`src/rtl/gcd_unit.sv`:
```
// gcd_unit: iterative GCD engine, subtractive Euclid or binary Stein selected by MODE
module gcd_unit #(
    parameter int WIDTH = 16,
    parameter int MODE  = 0,
    parameter int CNT_W = 16
) (
    input  logic             clk,
    input  logic             rst_n,
    input  logic             start,
    input  logic [WIDTH-1:0] a_in,
    input  logic [WIDTH-1:0] b_in,
    output logic             busy,
    output logic             done,
    output logic [WIDTH-1:0] gcd_out,
    output logic             zero_err,
    output logic [CNT_W-1:0] iter_cnt
);
    localparam int KW = $clog2(WIDTH) + 1;
    localparam logic [1:0] S_IDLE = 2'd0;
    localparam logic [1:0] S_CALC = 2'd1;
    localparam logic [1:0] S_DONE = 2'd2;

    logic [1:0]       state_q, state_d;
    logic [WIDTH-1:0] a_q, a_d, b_q, b_d, gcd_q, gcd_d;
    logic [KW-1:0]    k_q, k_d;
    logic [CNT_W-1:0] cnt_q, cnt_d;
    logic             zerr_q, zerr_d;

    // next-state: operand capture on accept, one reduction step per CALC cycle
    always_comb begin
        state_d = state_q;
        a_d     = a_q;
        b_d     = b_q;
        k_d     = k_q;
        cnt_d   = cnt_q;
        gcd_d   = gcd_q;
        zerr_d  = zerr_q;
        case (state_q)
            S_IDLE: if (start) begin
                a_d    = a_in;
                b_d    = b_in;
                k_d    = '0;
                cnt_d  = '0;
                zerr_d = 1'b0;
                if (a_in == '0 || b_in == '0) begin
                    state_d = S_DONE;
                    gcd_d   = a_in | b_in;
                    zerr_d  = (a_in == '0) && (b_in == '0);
                end else begin
                    state_d = S_CALC;
                end
            end
            S_CALC: begin
                cnt_d = (&cnt_q) ? cnt_q : cnt_q + 1'b1;
                if (a_q == b_q) begin
                    state_d = S_DONE;
                    gcd_d   = (MODE == 0) ? a_q : a_q << k_q;
                end else if (MODE == 0) begin
                    a_d = (a_q > b_q) ? a_q - b_q : a_q;
                    b_d = (a_q > b_q) ? b_q : b_q - a_q;
                end else if (!a_q[0] && !b_q[0]) begin
                    a_d = a_q >> 1;
                    b_d = b_q >> 1;
                    k_d = k_q + 1'b1;
                end else if (!a_q[0]) begin
                    a_d = a_q >> 1;
                end else if (!b_q[0]) begin
                    b_d = b_q >> 1;
                end else begin
                    a_d = (a_q > b_q) ? a_q - b_q : a_q;
                    b_d = (a_q > b_q) ? b_q : b_q - a_q;
                end
            end
            S_DONE: state_d = S_IDLE;
            default: state_d = S_IDLE;
        endcase
    end

    // state and datapath registers; reset aborts any computation in flight
    always_ff @(posedge clk or negedge rst_n) begin
        if (!rst_n) begin
            state_q <= S_IDLE;
            a_q     <= '0;
            b_q     <= '0;
            k_q     <= '0;
            cnt_q   <= '0;
            gcd_q   <= '0;
            zerr_q  <= 1'b0;
        end else begin
            state_q <= state_d;
            a_q     <= a_d;
            b_q     <= b_d;
            k_q     <= k_d;
            cnt_q   <= cnt_d;
            gcd_q   <= gcd_d;
            zerr_q  <= zerr_d;
        end
    end

    assign busy     = state_q != S_IDLE;
    assign done     = state_q == S_DONE;
    assign gcd_out  = gcd_q;
    assign zero_err = zerr_q;
    assign iter_cnt = cnt_q;
endmodule

```
`config.mk`:
```
export PLATFORM = sky130hd
export DESIGN_NAME = gcd_unit
export DESIGN_NICKNAME = d
export VERILOG_FILES = /design/src/rtl/gcd_unit.sv
export SDC_FILE = /design/constraint.sdc
export NUM_CORES = 1
export LEC_CHECK = 0
export ABC_AREA = 0
export CAP_MARGIN = 0
export CORE_ASPECT_RATIO = 0.6
export CORE_MARGIN = 2
export CORE_UTILIZATION = 31
export CTS_BUF_LIST = sky130_fd_sc_hd__clkbuf_8
export CTS_CLUSTER_SIZE = 20
export DETAILED_ROUTE_END_ITERATION = 7
export PLACE_DENSITY_LB_ADDON = 0.1
export SLEW_MARGIN = 20
export SYNTH_ARGS = -nofsm -noshare
export SYNTH_HDL_FRONTEND = slang
export SYNTH_SLANG_ARGS = --single-unit
```
`constraint.sdc`:
```
create_clock -name clk -period 4.2 [get_ports clk]
set_input_delay 0.84 -clock clk [delete_from_list [all_inputs] [get_ports clk]]
set_output_delay 0.84 -clock clk [all_outputs]
set_load 0.05 [all_outputs]
```
==> flow_metrics.py, run 1 <==
metrics = {
    "run_status": {
        "status": "finished clean",
    },
    "drt": {
        "drt-pass1-iter-count": 5,
        "avgRoutedWirePerCell_um": 19.3,
        "drt-initial-drc-count": 405,
        "detailroute.via_count": 4798,
        "drc": 0,
        "viasPerCell": 5.51,
        "postRouteAntennaNets": 0,
        "drt_wl_total_um": 16800,
    },
    "worst_setup_path": {
        "critPathLaunchType": "register",
        "crit_family": "compound AO/OA/AOI/OAI gates",
        "worstSetupPathDepth": 9,
        "crit_type": "register to register",
        "reg2reg_slack_ns": 1.19,
        "worst_ep_arrival_time_ns": 3.25,
        "end_kind": "register",
        "crit_buf_inv": 2,
        "cp_cell_sequence": "inv_1, ha_1, a21oi_1, o211ai_1, a221o_1, o31ai_4, buf_4, o21a_1, o21ai_0",
        "r2r_cells": 9,
        "cp-startpoint": "a_q[9]",
        "required_ns": 4.43,
        "cp_max_fo": 15,
        "r2r_start": "a_q[9]",
        "max_stage_delay_ns": 0.60,
        "slowest_stage": "o31ai_4",
    },
    "timing": {
        "skew_ns": 0.0121,
        "period_minus_slack_ns": 3.01,
        "finalCritPeriodShare": 0.717,
        "slew_headroom": 0.425,
        "finalSetupViolCount": 0,
        "hold_violations": 0,
        "tightest_slew_ns": 0.859,
        "tns_ns": 0,
        "maxSlewViolCount": 0,
        "rsz0062_at_grt": "false",
        "fmax_mhz": 332,
    },
    "place": {
        "place.gp.congestion": 0.927,
        "io_buffers": 69,
        "dp_hpwl_um": 13000,
    },
    "clocking": {
        "root_buffer": "clkbuf_8",
        "cts_tree": "yes",
        "cts_max_level": 3,
        "cts_resized": 0,
        "cts_hold_buffers": 0,
        "cts_buffers": 9,
        "clock_latency_ns": 0.36,
        "cts_setup_buffers": 0,
        "clkSlewWorstSetupHoldPaths_ns": 0.08,
        "clock-sinks": 67,
        "clk_path_buf_depth": 2,
    },
    "grt": {
        "grt-ovfl-total": 0,
        "grt_pass1_wl_um": 26700,
        "grtUsageTotal": 0.206,
        "antenna_found_initial": 1,
        "grt_pass1_vias": 4518,
        "grt_max_degree": 68,
    },
    "run": {
        "maxCapViolations": 0,
    },
    "floorplan": {
        "die_width_um": 168,
        "fp.coreArea_um2": 15500,
        "die_h_um": 102,
        "dieArea_um2": 17100,
        "num_rows": 35,
        "ios": 70,
        "start_util": 0.320,
    },
    "yosys": {
        "ys_warn_count": 0,
        "syn-instance-count": 611,
        "ys_async_sr_fraction": 1.00,
        "synth_flop_cell": "dfrtp_1",
        "syn_area_per_cell_um2": 8.15,
        "seq_area_frac_synth": 0.337,
        "syn_nets": 680,
        "synth_area_um2": 4980,
        "ys_seq_elements": 67,
        "synth-edff-count": 0,
        "synth_cell_types": 58,
    },
    "cells_and_area": {
        "layout_common_cells": "o21ai_0 (77), nand2_1 (68), clkdlybuf4s50_1 (68), dfrtp_1 (67), inv_1 (44)",
        "drive_above_1_share": 0.0629,
        "fin_nets": 732,
        "multi_input_area_um2": 3000,
        "final_common_cell": "o21ai_0",
        "seq_area_um2": 1680,
        "antenna_cells": 0,
        "areaGrowthSynthToFinish_pct": 22.0,
        "nFillCells": 1582,
    },
    "hold_path": {
        "hold_path_class": "input pin to asynchronous set/reset pin",
    },
}
-- metal layers --
layer	wire (um)	part of all wire	track usage
met2	6280	0.37	0.270
met4	184	0.011	0.0448
met5	0	0	0
met3	1250	0.074	0.0457
met1	9130	0.54	0.331
-- final timing paths --
check                               to
setup reg to reg               b_q[14]
hold reg to reg             gcd_out[5]
min in group clk            gcd_out[5]
setup / recovery               b_q[14]
hold / removal                 b_q[10]
max in group asynchronous  iter_cnt[5]
-- area by class of cell --
cell class | count | share of cell area
clock buffer | 9 | 0.0204
clock inverter | 7 | 0.0189
inverter | 43 | 0.0266
multi-input combinational | 467 | 0.494
sequential | 67 | 0.276
tap | 203 | 0.0418
timing repair buffer | 75 | 0.123
-- cell usage after synthesis, types with 2 or more instances --
cell type / count / area share
and2_1: 2 / 0.0025
clkbuf_1: 23 / 0.017
a22oi_1: 4 / 0.0060
a21oi_1: 42 / 0.042
nor2b_1: 6 / 0.0075
fa_1: 2 / 0.0080
a2111o_1: 2 / 0.0045
o21a_1: 4 / 0.0060
xnor2_1: 13 / 0.023
nor3b_1: 2 / 0.0030
a221oi_1: 4 / 0.0070
nor4_1: 8 / 0.010
nand4_1: 17 / 0.021
xor2_1: 9 / 0.016
a31oi_1: 14 / 0.018
mux2i_1: 4 / 0.0080
inv_1: 43 / 0.032
nand2b_1: 6 / 0.0075
a211oi_1: 2 / 0.0030
and3_1: 2 / 0.0025
mux2_4: 4 / 0.012
buf_6: 3 / 0.0068
a21o_1: 4 / 0.0060
o31ai_1: 5 / 0.0075
nor2_1: 41 / 0.031
o211ai_1: 8 / 0.012
or3_1: 26 / 0.033
nand2_1: 69 / 0.052
buf_2: 7 / 0.0070
o2111ai_1: 2 / 0.0035
mux2_2: 6 / 0.014
or4_1: 4 / 0.0060
a41oi_1: 2 / 0.0035
nand3b_1: 2 / 0.0030
dfrtp_1: 67 / 0.34
o21ai_0: 77 / 0.077
ha_1: 32 / 0.080
nand3_1: 14 / 0.014
nor3_1: 10 / 0.010
-- through the flow --
stage          setup slack (ns)  hold WS, ns  utilization  instances  area [um2]
5_1_grt                   0.974        0.497        0.391        871        6080
3_3_place_gp               1.23        0.464        0.375        855        5840
2_1_floorplan              1.67        0.511            -        611        4980
4_1_cts                    1.23        0.494        0.391        871        6070
6_report                   1.19        0.469        0.391        871        6080
3_5_place_dp               1.19        0.475        0.375        855        5840
-- sequential cells by signal, indices dropped and copies added (netlist names) --
signal and flops:
a_q 16, state_q 2, gcd_out 16, b_q 16, iter_cnt 16, zero_err 1
-- cells by family (layout without fill, tap and decap cells) --
kind of cell | count (synthesis) | after routing | share of synthesized area
simple gates | 211 | 211 | 0.207
compound gates | 186 | 186 | 0.231
buf+inv | 77 | 134 | 0.0650
flops | 67 | 67 | 0.337
fa+ha+maj | 34 | 34 | 0.0884
xor+xnor | 22 | 22 | 0.0387
mux | 14 | 14 | 0.0337
Power of run 1 is not shown: default switching activity piles up to over one toggle a cycle in this logic, so the estimate is an artifact.
==> run 2: changes to the inputs <==
==> constraint.sdc (replaced) <==
create_clock -name clk -period 2.68 [get_ports clk]
set_input_delay 0.536 -clock clk [delete_from_list [all_inputs] [get_ports clk]]
set_output_delay 0.536 -clock clk [all_outputs]
set_load 0.05 [all_outputs]
==> run 2 against run 1 <==
First-iteration DRC count down 13%. Final cell count up 5.3%. Critical path depth down 1. Clock skew up 0.0050 ns. Setup slack worse by 1.1 ns. Routed wire length up 5.5%. Register-to-register slack worse by 1.1 ns. Fmax up 17%. Core utilization up 2.6 points. Highest routed layer unchanged.
==> flow_metrics.py, run 2 (synthesized netlist as in run 1, its figures left out) <==
metrics = {
    "cells_and_area": {
        "final_common_cell": "o21ai_0",
        "fin_nets": 779,
        "layout_common_cells": "o21ai_0 (77), nand2_1 (68), clkdlybuf4s50_1 (68), dfrtp_1 (67), buf_4 (48)",
        "drive_above_1_share": 0.130,
        "antenna_cells": 0,
        "areaGrowthSynthToFinish_pct": 30.1,
        "final_util": 0.417,
        "final_area_um2": 6480,
    },
    "place": {
        "place.gp.congestion": 0.866,
        "dp_hpwl_um": 13600,
        "dpl_cell_area_um2": 6220,
        "io_buffers": 69,
    },
    "clocking": {
        "clk_path_buf_depth": 2,
        "clkSlewWorstSetupHoldPaths_ns": 0.09,
        "clock_latency_ns": 0.37,
        "cts_tree": "yes",
        "root_buffer": "clkbuf_8",
        "cts_setup_buffers": 0,
        "cts_buffers": 9,
        "cts_max_level": 3,
        "clock-sinks": 67,
    },
    "floorplan": {
        "fp.coreArea_um2": 15500,
        "die_h_um": 102,
        "start_util": 0.320,
        "num_rows": 35,
        "die_width_um": 168,
        "dieArea_um2": 17100,
        "ios": 70,
    },
    "timing": {
        "tightest_slew_ns": 0.695,
        "slew_headroom": 0.532,
        "hold_violations": 0,
        "finalSetupViolCount": 0,
        "finalCritPeriodShare": 0.964,
        "period_minus_slack_ns": 2.58,
        "skew_ns": 0.0171,
        "maxSlewViolCount": 0,
        "fmax_mhz": 387,
        "whs_ns": 0.157,
    },
    "worst_setup_path": {
        "critPathLaunchType": "register",
        "required_ns": 2.91,
        "cp_max_fo": 8,
        "crit_type": "register to register",
        "end_kind": "register",
        "worst_ep_arrival_time_ns": 2.82,
        "reg2reg_slack_ns": 0.1,
    },
    "drt": {
        "drt_wl_total_um": 17800,
        "drc": 0,
        "postRouteAntennaNets": 0,
        "detailroute.via_count": 4961,
        "avgRoutedWirePerCell_um": 19.4,
        "drt-pass1-iter-count": 5,
        "viasPerCell": 5.41,
        "drt-initial-drc-count": 352,
    },
    "grt": {
        "top_usage_layer": "met1",
        "grt-ovfl-total": 0,
        "antenna_found_initial": 0,
        "use_met3": 0.0407,
        "use_met2": 0.286,
        "grtUsageTotal": 0.215,
        "grt_pass1_vias": 4844,
        "grt_max_degree": 68,
        "grt_pass1_wl_um": 27900,
        "use_met1": 0.350,
    },
    "run_status": {
        "status": "finished clean",
    },
    "run": {
        "maxCapViolations": 0,
    },
    "hold_path": {
        "hold_path_class": "input pin to asynchronous set/reset pin",
    },
}
[run 2: changes by cell type in the layout (fill, tap and decap cells not counted), moves of 2 or more]
cell	before	now
a31oi_2	0	2
a31oi_1	14	12
buf_4	6	48
buf_12	1	4
[run 2: final timing paths]
| kind | from | end | cells after the start |
|---|---|---|---|
| setup / recovery | b_q[4] | b_q[13] | 8 |
| hold / removal | rst_n | a_q[8] | 2 |
| setup reg to reg | b_q[4] | b_q[13] | 8 |
| hold reg to reg | gcd_out[7] | gcd_out[7] | 2 |
| max in group asynchronous | rst_n | a_q[4] | 2 |
| min in group clk | gcd_out[7] | gcd_out[7] | 2 |
[run 2: cell type report]
cell class	instances	area, um2
Timing Repair Buffer	121	1130
Multi-Input combinational cell	468	3030
Sequential cell	67	1680
Tap cell	203	254
Inverter	43	161
Clock buffer	9	124
Clock inverter	6	114
Fill cell	1555	9060
[run 2: through the flow]
stage / setup TNS, ns / std cells / worst slack, ns
2_1_floorplan: 0 / 611 / 0.150
3_3_place_gp: 0 / 901 / 0.0703
3_5_place_dp: 0 / 901 / 0.0753
4_1_cts: 0 / 916 / 0.0749
5_1_grt: -0.000675 / 917 / -0.000675
6_report: 0 / 917 / 0.0972
[run 2: critical path, stage by stage (launching register included)]
cell and delay (ns):
dfrtp_1 0.42, ha_1 0.45, o211ai_1 0.13, a21oi_1 0.32
a31oi_2 0.26, o31ai_1 0.30, buf_4 0.16, mux2i_1 0.28
a31oi_1 0.13
[run 2: repair_timing]
action | in CTS | in global routing
setup endpoints to repair | 0 | 13
endpoints found under the hold margin | 0 | 0
resized for setup | 0 | 6
hold buffers | 0 | 0
[run 2: metal layers]
| metal | wire length, um | up-vias |
|---|---|---|
| met4 | 196 | 0 |
| met5 | 0 | - |
| li1 | - | 2380 |
| met2 | 6530 | 161 |
| met3 | 1010 | 12 |
| met1 | 10000 | 2408 |
Power of run 2 is left out for the same reason.
